[src/rtl/mem_arb_pkg.sv]
// Shared constants for the MEM port arbiter: requester port IDs and the
// encoding of what the issue stage currently holds.
package mem_arb_pkg;

  localparam logic PORT_CPU = 1'b0;
  localparam logic PORT_DMA = 1'b1;

  // Issue-stage content encoding
  localparam logic [1:0] ISS_IDLE  = 2'b00;
  localparam logic [1:0] ISS_READ  = 2'b01;
  localparam logic [1:0] ISS_WRITE = 2'b10;

endpackage

[src/rtl/arb_rr_burst.sv]
// Round-robin winner selection with a bounded burst lock. The owner keeps
// winning contention until it has taken MAX_BURST consecutive grants; an
// uncontended owner keeps being granted and the counter saturates.
module arb_rr_burst
  import mem_arb_pkg::*;
#(
  parameter int MAX_BURST = 4
) (
  input  logic clk,
  input  logic rst,
  input  logic valid0,
  input  logic valid1,
  input  logic accept,
  output logic grant0,
  output logic grant1
);

  localparam int CNT_W = $clog2(MAX_BURST + 1);
  localparam logic [CNT_W-1:0] CNT_MAX = CNT_W'(MAX_BURST);
  localparam logic [CNT_W-1:0] CNT_ONE = CNT_W'(1);

  logic             owner;
  logic [CNT_W-1:0] burst_cnt;
  logic             winner;

  // Pick the winner: a lone requester always wins, contention honours the burst lock
  always_comb begin
    winner = owner;
    if (valid0 && valid1) begin
      winner = (burst_cnt < CNT_MAX) ? owner : ~owner;
    end else if (valid0) begin
      winner = PORT_CPU;
    end else if (valid1) begin
      winner = PORT_DMA;
    end
    grant0 = (valid0 | valid1) & (winner == PORT_CPU);
    grant1 = (valid0 | valid1) & (winner == PORT_DMA);
  end

  // Track the owner and how many back-to-back grants it has taken
  always_ff @(posedge clk or posedge rst) begin
    if (rst) begin
      owner     <= PORT_CPU;
      burst_cnt <= '0;
    end else if (accept) begin
      if (winner == owner) begin
        if (burst_cnt != CNT_MAX) begin
          burst_cnt <= burst_cnt + CNT_ONE;
        end
      end else begin
        owner     <= winner;
        burst_cnt <= CNT_ONE;
      end
    end
  end

endmodule

[src/rtl/mem_port_arbiter.sv]
// Two-port arbiter in front of the single-ported unified MEM.
// Port 0 is the CPU, port 1 the loader/DMA engine. One access issues per
// cycle; read data returns two cycles after acceptance, in order.
// Optional build macro MEM_PORT_ARBITER_STATS_EN adds saturating grant and
// conflict counters as extra outputs.
module mem_port_arbiter
  import mem_arb_pkg::*;
#(
  parameter int ADDR_W    = 32,
  parameter int DATA_W    = 32,
  parameter int MAX_BURST = 4
) (
  input  logic              clk,
  input  logic              rst,
  input  logic              req0_valid,
  input  logic              req0_we,
  input  logic [ADDR_W-1:0] req0_addr,
  input  logic [DATA_W-1:0] req0_wdata,
  output logic              req0_ready,
  input  logic              req1_valid,
  input  logic              req1_we,
  input  logic [ADDR_W-1:0] req1_addr,
  input  logic [DATA_W-1:0] req1_wdata,
  output logic              req1_ready,
  output logic              rsp0_valid,
  output logic [DATA_W-1:0] rsp0_rdata,
  output logic              rsp1_valid,
  output logic [DATA_W-1:0] rsp1_rdata,
  output logic [ADDR_W-1:0] mem_addr,
  output logic              MemWrite,
  output logic [DATA_W-1:0] mem_write_data,
`ifdef MEM_PORT_ARBITER_STATS_EN
  output logic [15:0]       grant0_cnt,
  output logic [15:0]       grant1_cnt,
  output logic [15:0]       conflict_cnt,
`endif
  input  logic [DATA_W-1:0] mem_read_data
);

  logic              grant0, grant1, accept;
  logic              sel_port, sel_we;
  logic [ADDR_W-1:0] sel_addr;
  logic [DATA_W-1:0] sel_wdata;

  logic [1:0]        iss_kind_p0;
  logic              iss_port_p0;
  logic [ADDR_W-1:0] iss_addr_p0;
  logic [DATA_W-1:0] iss_wdata_p0;
  logic              iss_rd;

  logic              vld0_p1, vld1_p1;
  logic [DATA_W-1:0] rdata0_p1, rdata1_p1;

  arb_rr_burst #(.MAX_BURST(MAX_BURST)) u_arb (
    .clk    (clk),
    .rst    (rst),
    .valid0 (req0_valid),
    .valid1 (req1_valid),
    .accept (accept),
    .grant0 (grant0),
    .grant1 (grant1)
  );

  // Steer the granted request toward the issue stage
  always_comb begin
    accept    = (req0_valid & grant0) | (req1_valid & grant1);
    sel_port  = grant1 ? PORT_DMA : PORT_CPU;
    sel_we    = grant1 ? req1_we    : req0_we;
    sel_addr  = grant1 ? req1_addr  : req0_addr;
    sel_wdata = grant1 ? req1_wdata : req0_wdata;
  end

  assign req0_ready = grant0;
  assign req1_ready = grant1;

  // ---- stage p0: issue latch, drives MEM during the cycle after acceptance
  always_ff @(posedge clk or posedge rst) begin
    if (rst) begin
      iss_kind_p0  <= ISS_IDLE;
      iss_port_p0  <= PORT_CPU;
      iss_addr_p0  <= '0;
      iss_wdata_p0 <= '0;
    end else begin
      iss_kind_p0 <= accept ? (sel_we ? ISS_WRITE : ISS_READ) : ISS_IDLE;
      if (accept) begin
        iss_port_p0  <= sel_port;
        iss_addr_p0  <= sel_addr;
        iss_wdata_p0 <= sel_wdata;
      end
    end
  end

  assign mem_addr       = iss_addr_p0;
  assign MemWrite       = (iss_kind_p0 == ISS_WRITE);
  assign mem_write_data = iss_wdata_p0;
  assign iss_rd         = (iss_kind_p0 == ISS_READ);

  // ---- stage p1: capture read data for the port that issued the read
  always_ff @(posedge clk or posedge rst) begin
    if (rst) begin
      vld0_p1   <= 1'b0;
      vld1_p1   <= 1'b0;
      rdata0_p1 <= '0;
      rdata1_p1 <= '0;
    end else begin
      vld0_p1 <= iss_rd & (iss_port_p0 == PORT_CPU);
      vld1_p1 <= iss_rd & (iss_port_p0 == PORT_DMA);
      if (iss_rd && (iss_port_p0 == PORT_CPU)) rdata0_p1 <= mem_read_data;
      if (iss_rd && (iss_port_p0 == PORT_DMA)) rdata1_p1 <= mem_read_data;
    end
  end

  assign rsp0_valid = vld0_p1;
  assign rsp0_rdata = rdata0_p1;
  assign rsp1_valid = vld1_p1;
  assign rsp1_rdata = rdata1_p1;

`ifdef MEM_PORT_ARBITER_STATS_EN
  function automatic logic [15:0] sat_inc16(input logic [15:0] v);
    return (v == 16'hFFFF) ? v : v + 16'd1;
  endfunction

  // Count acceptances per port and cycles in which both ports compete
  always_ff @(posedge clk or posedge rst) begin
    if (rst) begin
      grant0_cnt   <= '0;
      grant1_cnt   <= '0;
      conflict_cnt <= '0;
    end else begin
      if (req0_valid && grant0) grant0_cnt <= sat_inc16(grant0_cnt);
      if (req1_valid && grant1) grant1_cnt <= sat_inc16(grant1_cnt);
      if (req0_valid && req1_valid) conflict_cnt <= sat_inc16(conflict_cnt);
    end
  end
`endif

endmodule

[config.mk]
export PLATFORM = sky130hd
export DESIGN_NAME = mem_port_arbiter
export DESIGN_NICKNAME = d
export VERILOG_FILES = /design/src/rtl/mem_arb_pkg.sv /design/src/rtl/arb_rr_burst.sv /design/src/rtl/mem_port_arbiter.sv
export SDC_FILE = /design/constraint.sdc
export NUM_CORES = 1
export LEC_CHECK = 0
export BUFFER_PORTS_ARGS = -buffer_cell sky130_fd_sc_hd__buf_2
export CAP_MARGIN = 20
export CORE_MARGIN = 10
export CORE_UTILIZATION = 38
export CTS_BUF_LIST = sky130_fd_sc_hd__clkbuf_2 sky130_fd_sc_hd__clkbuf_4 sky130_fd_sc_hd__clkbuf_8
export CTS_CLUSTER_DIAMETER = 150
export DETAILED_ROUTE_END_ITERATION = 8
export PLACE_DENSITY = 0.7
export SYNTH_ARGS = -nofsm -noshare
export SYNTH_HDL_FRONTEND = slang
export SYNTH_SLANG_ARGS = --single-unit
[constraint.sdc]
create_clock -name clk -period 3.6 [get_ports clk]
set_clock_uncertainty 0.15 [all_clocks]
set_input_delay 0.18 -clock clk [delete_from_list [all_inputs] [get_ports clk]]
set_output_delay 0.18 -clock clk [all_outputs]
set_load 0.01 [all_outputs]
==> out/summary.txt, run 1 <==
leak pwr: 4.77 nW
CP Capture Type: register
CTS clk-pin slew, worst paths: 100 ps
most frequent cells in the layout: 297 x buf_2, 166 x dlygate4sd3_1, 137 x dfrtp_1
part of the power in the clock network: 19.1%
Nets: 1093
Pwr per Cell Area: 664 nW/um^2
Pint: 4.22 mW
crit path launch type: input port
Max Clk Rate: 353 MHz
combinational power share: 42.5%
Place WS: 1130 ps
Post-Syn Area: 6300 um^2
DRC: 0
cells along the critical path: dlygate4sd3_1, buf_4, buf_4, mux2i_1, nand2_1, o221a_1, dlygate4sd3_1
Clock Path Buffers: 2
chip width: 149 um
reg2reg path depth: 5
Max H-tree Level: 4
Setup TNS: 0 ps
Num CTS Buffers: 17
DRT met1 WL: 9.20 mm
Tcrit/Tclk final: 78.6%
Min-Delay Path Class: input port to async pin
utilization after layout: 60.7%
Worst Path Max Fanout: 55
fillcell total: 1258
Max VDD drop: 0.291 mV
metal2 WL: 10.2 mm
Seq/Total Area, Yosys: 54.4%
Max Cap Viol: 0
peak per-stage delay on the critical path: 790 ps
per-cell routed wire length: 19.4 um
layout cells sized above 1: 41.2%
GP Congestion: 0.791
core box area: 16400 um^2
Slew headroom: 34.0%
Final Max Tran Viols: 0
DRT Pass-1 Iters: 4
Worst-Skew Late Latency: 430 ps
vias per std cell: 5.04
num ports: 299
Avg Inst Size Synth: 13.3 um^2
initial antenna violation count: 1
DP HPWL: 14.7 mm
#FFs+latches synth: 137
global-route wire length before repair: 34.9 mm
setup violators final: 0
Seq. cell area: 3430 um^2
cell area after layout: 9960 um^2
Worst EP arrival: 3010 ps
Syn Nets: 641
Setup CP Type: input port to register
pin count of the biggest net entering global routing: 138
Post-synth ARST share: 100%
vias: 5841
Critical Path RT: 3780 ps
Main synth FF type: dfrtp_1
Final WS setup: 769 ps
DR top layer: met4
area of the multi-input gates: 2580 um^2
vias in the first global route: 6256
Reg power frac: 38.4%
Switch Pwr: 2.39 mW
WL final: 22.5 mm
Fin. Hold Viols: 0
total global routing overflow: 0
antenna-violating nets left: 0
met3 WL: 2.56 mm
area grow syn2layout: 58.1%
Clock Sinks: 137
YS warnings: 0
FP Rows: 47
status: completed
Netlist cell types: 38
Sw Ratio: 36.1%
clock root buffer: clkbuf_8
DRT iter0 DRCs: 218
CTS tree: yes
RSZ-0062 raised after global routing: false
Final min period: 2830 ps
DIE AREA: 22100 um^2
DIE HEIGHT: 149 um
slowest CP cell: buf_4
cells after synthesis: 473
Initial Utilization: 38.4%
area of placed instances: 7880 um^2
Global Route Usage Sum: 19.7%
Buffers on Ports: 298
number of synthesized flops with an enable pin: 0
Worst-Margin Slew: 989 ps
commonest non-fill, non-tap cell in the layout: buf_2
## stage by stage
stage,instances,hold slack [ps],total power [mW]
CTS,1157,318,6.61
detailed placement,959,232,4.91
floorplan,473,119,3.90
global placement,959,244,4.85
global route,1159,336,7.03
finish,1159,253,6.61
## logic make-up (layout without fill, tap and decap cells)
group           after synthesis  after routing  share of synthesized area [%]
mux                         129            129                           21.8
xor+xnor                      2              2                          0.278
buf+inv                      47            512                           4.81
simple gates                 78             78                           5.24
fa+ha+maj                     3              3                          0.556
other cells                   0              1                              0
flops                       137            137                           54.4
compound gates               77             77                           12.9
## power groups by stage
stage	clock network [mW]	registers, mW	logic, mW
final	1.26	2.54	2.81
after global routing	1.38	2.61	3.05
after floorplan	0	2.79	1.11
after CTS	1.30	2.53	2.78
after global placement	0	2.54	2.31
after detailed placement	0	2.54	2.37
## cell type report
cell class	instances	share of cell area, %
Clock buffer	17	2.35
Timing Repair Buffer	472	32.5
Clock inverter	15	1.62
Multi-Input combinational cell	289	26.0
Tap cell	220	2.76
Sequential cell	137	34.4
Antenna cell	1	0.0251
Inverter	8	0.339
## cell usage after synthesis (2+ instances only)
library cell    n  area (um^2)
dfrtp_1       137         3430
mux2i_1        64          641
buf_6          10          113
nor2_1          3         11.3
nor2b_1         2         12.5
mux2_2         27          304
inv_1           7         26.3
ha_1            2         25.0
buf_4          10         75.1
nand2_1        66          248
mux2_1         38          428
clkbuf_1        6         22.5
o21ai_0         2         10.0
o221a_1        50          563
o22ai_1         2         12.5
o221a_2        14          158
buf_1           2         7.51
buf_2          11         55.1
## worst max-delay path, delay by kind of cell
family	cells	cell delay, ps
multiplexers	1	320
AO/OA/AOI/OAI	1	140
AND/OR/NAND/NOR	1	80
buffers and inverters	4	2210
## flip-flops by register name, summed over array words and instances (netlist names)
signal and count:
iss_kind_p0 2, iss_port_p0 1, mem_addr 32, mem_write_data 32, rsp0_rdata 32, rsp0_valid 1, rsp1_rdata 32, rsp1_valid 1
u_arb.burst_cnt 3, u_arb.owner 1
## repair_timing
| action | CTS | global route |
|---|---|---|
| hold buffers | 166 | 0 |
| resized for setup | 0 | 0 |
| hold endpoints to repair | 269 | 0 |
| setup buffers | 0 | 0 |
## worst paths after layout
path / slack, ps / to / startpoint
max: 770 / mem_addr[9] / req1_valid
min: 250 / rsp1_rdata[4] / rst
max reg2reg: 1010 / mem_write_data[21] / u_arb.burst_cnt[2]
min reg2reg: 340 / rsp0_rdata[9] / rsp0_rdata[9]
max in group asynchronous: 2330 / rsp1_rdata[7] / rst
min in group clk: 340 / rsp0_rdata[9] / rsp0_rdata[9]
## layer usage
layer,track usage [%],vias to the layer above
li1,-,2667
met3,9.07,38
met4,7.61,0
met1,23.7,2833
met5,0,-
met2,30.2,303
Note: power is estimated with default switching activity, not from simulation.
==> run 2: changes to the inputs <==
--- a/config.mk
+++ b/config.mk
@@ -5,6 +5,7 @@
 export SDC_FILE = /design/constraint.sdc
 export NUM_CORES = 1
 export LEC_CHECK = 0
+export ABC_AREA = 1
 export BUFFER_PORTS_ARGS = -buffer_cell sky130_fd_sc_hd__buf_2
 export CAP_MARGIN = 20
 export CORE_MARGIN = 10
@@ -12,7 +13,7 @@
 export CTS_BUF_LIST = sky130_fd_sc_hd__clkbuf_2 sky130_fd_sc_hd__clkbuf_4 sky130_fd_sc_hd__clkbuf_8
 export CTS_CLUSTER_DIAMETER = 150
 export DETAILED_ROUTE_END_ITERATION = 8
-export PLACE_DENSITY = 0.7
+export PLACE_DENSITY = 0.69
 export SYNTH_ARGS = -nofsm -noshare
 export SYNTH_HDL_FRONTEND = slang
 export SYNTH_SLANG_ARGS = --single-unit
==> constraint.sdc (replaced) <==
create_clock -name clk -period 2.8 [get_ports clk]
set_clock_uncertainty 0.15 [all_clocks]
set_input_delay 0.14 -clock clk [delete_from_list [all_inputs] [get_ports clk]]
set_output_delay 0.14 -clock clk [all_outputs]
set_load 0.01 [all_outputs]
==> run 2 against run 1 <==
Against the previous run:
- synthesized cell count grew 33%
- count of clock-buffer cells in the layout up 1
- final area fell by 5.7%
- routed wire length is 5.2% lower
- core utilization grew 3.9 points
- critical path type is now register to register
==> out/summary.txt, run 2 <==
status: completed
YS warnings: 0 (unchanged)
total global routing overflow: 0 (unchanged)
RSZ-0062 raised after global routing: false
CTS clk-pin slew, worst paths: 80 ps (-20 ps)
Final Max Tran Viols: 0 (unchanged)
CTS resizes: 0 (unchanged)
Tcrit/Tclk final: 87.3%
Worst Path Max Fanout: 29 (-47%)
WL final: 21.3 mm (-5.2%)
Switch Pwr: 2.63 mW (+10%)
antenna-violating nets left: 0 (unchanged)
Initial Utilization: 38.9% (+0.51 points)
largest cells by area after synthesis: dfrtp_1 61%, nand2_1 15%, o21ai_1 5.2%, a22oi_1 4.0%, inv_1 3.9%
DRC: 0 (unchanged)
DIE AREA: 20200 um^2 (-8.9%)
Syn Nets: 798 (+24%)
combinational power share: 36.4% (-6.1 points)
CTS tree: yes
CP top delay family: buffers and inverters
slowest CP cell: dlygate4sd3_1
Reg power frac: 40.6% (+2.2 points)
part of the power in the clock network: 23.0% (+3.9 points)
DP HPWL: 14.1 mm (-3.8%)
pin count of the biggest net entering global routing: 81 (-41%)
vias per std cell: 4.74 (-5.9%)
setup slack, reg-to-reg: 360 ps (-650 ps)
worst hold slack: 138 ps (-115 ps)
commonest non-fill, non-tap cell in the layout: buf_2
Final min period: 2440 ps
Worst-Margin Slew: 684 ps (-305 ps)
critical path depth: 8 (+1)
reg2reg path depth: 8 (+3)
Nets: 1257 (+15%)
most frequent CP cell: nand2_1
Clock Path Buffers: 2 (unchanged)
Slew headroom: 54.3% (+20 points)
FP Rows: 44 (-6.4%)
Fin. Hold Viols: 0 (unchanged)
cells after synthesis: 630 (+33%)
vias in the first global route: 6558 (+4.8%)
number of synthesized flops with an enable pin: 0 (unchanged)
Worst EP arrival: 2660 ps (-350 ps)
Seq/Total Area, Yosys: 60.6% (+6.2 points)
leak pwr: 5.08 nW (+6.5%)
Post-Syn Area: 5660 um^2 (-10%)
cells along the critical path: nand2_1, nand3_2, nand2_2, inv_2, buf_4, nand2_1, nand2_1, dlygate4sd3_1
Pint: 4.92 mW (+17%)
GP Congestion: 0.794 (+0.35%)
Setup CP Type: register to register
Max Cap Viol: 0 (unchanged)
core box area: 14500 um^2 (-11%)
Critical Path RT: 3010 ps (-770 ps)
Pwr per Cell Area: 804 nW/um^2 (+21%)
initial antenna violation count: 0 (-1)
utilization after layout: 64.6% (+3.9 points)
chip width: 142 um (-4.5%)
#FFs+latches synth: 137 (unchanged)
Post-synth ARST share: 100% (unchanged)
Netlist cell types: 23 (-39%)
per-cell routed wire length: 16.6 um (-14%)
peak per-stage delay on the critical path: 550 ps (-240 ps)
Place WS: 950 ps (-176 ps)
most frequent cell after synthesis: nand2_1
Avg Inst Size Synth: 8.98 um^2 (-33%)
clock root buffer: clkbuf_8
Num CTS Buffers: 17 (unchanged)
Reg2Reg Capture Point: mem_addr[9]
cell area after layout: 9390 um^2 (-5.7%)
Max Clk Rate: 409 MHz
area of placed instances: 7320 um^2 (-7.2%)
Sw Ratio: 34.8% (-1.3 points)
DIE HEIGHT: 142 um (-4.5%)
Worst-Skew Late Latency: 420 ps (about the same)
Setup TNS: 0 ps (unchanged)
crit path launch type: register
CP Capture Type: register
commonest cells in the netlist: 221 x nand2_1, 137 x dfrtp_1, 59 x inv_1, 59 x o21ai_1, 30 x a22oi_1
Reg-to-Reg Start: u_arb.burst_cnt[2]
most frequent cells in the layout: 298 x buf_2, 221 x nand2_1, 165 x dlygate4sd3_1
Max H-tree Level: 4 (unchanged)
layout cells sized above 1: 32.3% (-8.9 points)
vias: 6090 (+4.3%)
DRT Pass-1 Iters: 4 (unchanged)
Synth area leader: dfrtp_1
area grow syn2layout: 66.1%
Buffers on Ports: 298 (unchanged)
worst path bufs/invs: 3 (-1)
setup violators final: 0 (unchanged)
Main synth FF type: dfrtp_1
Clock Sinks: 137 (unchanged)
area share of the largest cell type after synthesis: 60.6% (+6.2 points)
DRT iter0 DRCs: 243 (+11%)
Min-Delay Path Class: input port to async pin
Antenna Cells: 0 (-1)
Final WS setup: 355 ps (-414 ps)
Max VDD drop: 0.321 mV (+10%)
Global Route Usage Sum: 20.8% (+1.1 points)
global-route wire length before repair: 33.9 mm (-2.8%)
num ports: 299 (unchanged)
## run 2: changes by cell type after synthesis, sizes merged, moves of 13 or more
cell,change
a21oi,+18
buf,-13
o21ai,+81
nand3,+21
inv,+59
a22oi,+30
mux2,-65
o221a,-64
mux2i,-64
nand2,+156
## run 2: power by group through the flow
stage               logic, mW  clock network, mW  registers, mW
floorplan               0.924                  0           3.38
global placement         2.33                  0           3.06
detailed placement       2.37                  0           3.08
CTS                      2.75               1.79           3.05
global route             3.09               1.85           3.15
finish                   2.75               1.74           3.07
## run 2: worst max path at each step
stage / startpoint / end / slack (ps)
2_1_floorplan: rst / iss_kind_p0[0] / 800
3_3_place_gp: u_arb.burst_cnt[2] / mem_addr[12] / 1000
3_5_place_dp: u_arb.burst_cnt[2] / mem_addr[2] / 950
4_1_cts: u_arb.burst_cnt[2] / mem_addr[6] / 380
5_1_grt: u_arb.burst_cnt[2] / mem_addr[9] / 180
6_report: u_arb.burst_cnt[2] / mem_addr[9] / 360
## run 2: final cells by class
type	instances	area, um^2
Sequential cell	137	3430
Multi-Input combinational cell	391	1810
Timing Repair Buffer	475	3250
Clock inverter	12	176
Tap cell	184	230
Clock buffer	18	248
Inverter	67	255
Fill cell	1122	5140
## run 2: kinds of logic (layout without fill, tap and decap cells)
| logic type | count (synthesis) | count (layout) | synth area share, % |
|---|---|---|---|
| fa+ha+maj | 2 | 2 | 0.442 |
| xor+xnor | 1 | 1 | 0.155 |
| buf+inv | 102 | 572 | 7.65 |
| flops | 137 | 137 | 60.6 |
| simple gates | 252 | 252 | 17.6 |
| compound gates | 136 | 136 | 13.5 |
## run 2: tightest hold or removal path, cell delays in order
cell	delay, ps
dlygate4sd3_1	540
buf_2	140
clkinvlp_4	320
## run 2: metal layers
metal  track usage (%)  share of wire (%)  up-vias
met3              9.15                 10       51
li1                  -                  -     2934
met1              23.0                 38     2824
met2              34.2                 48      281
met5                 0                  0        -
met4              8.55                3.0        0
## run 2: per-stage QoR
step	power, mW	cells
finish	7.55	1284
global route	8.09	1284
CTS	7.59	1284
detailed placement	5.45	1089
global placement	5.39	1089
floorplan	4.30	630
## run 2: repair_timing
item                      in CTS  in global routing
hold endpoints to repair     160                  0
setup buffers                  0                  0
hold buffers                 165                  0
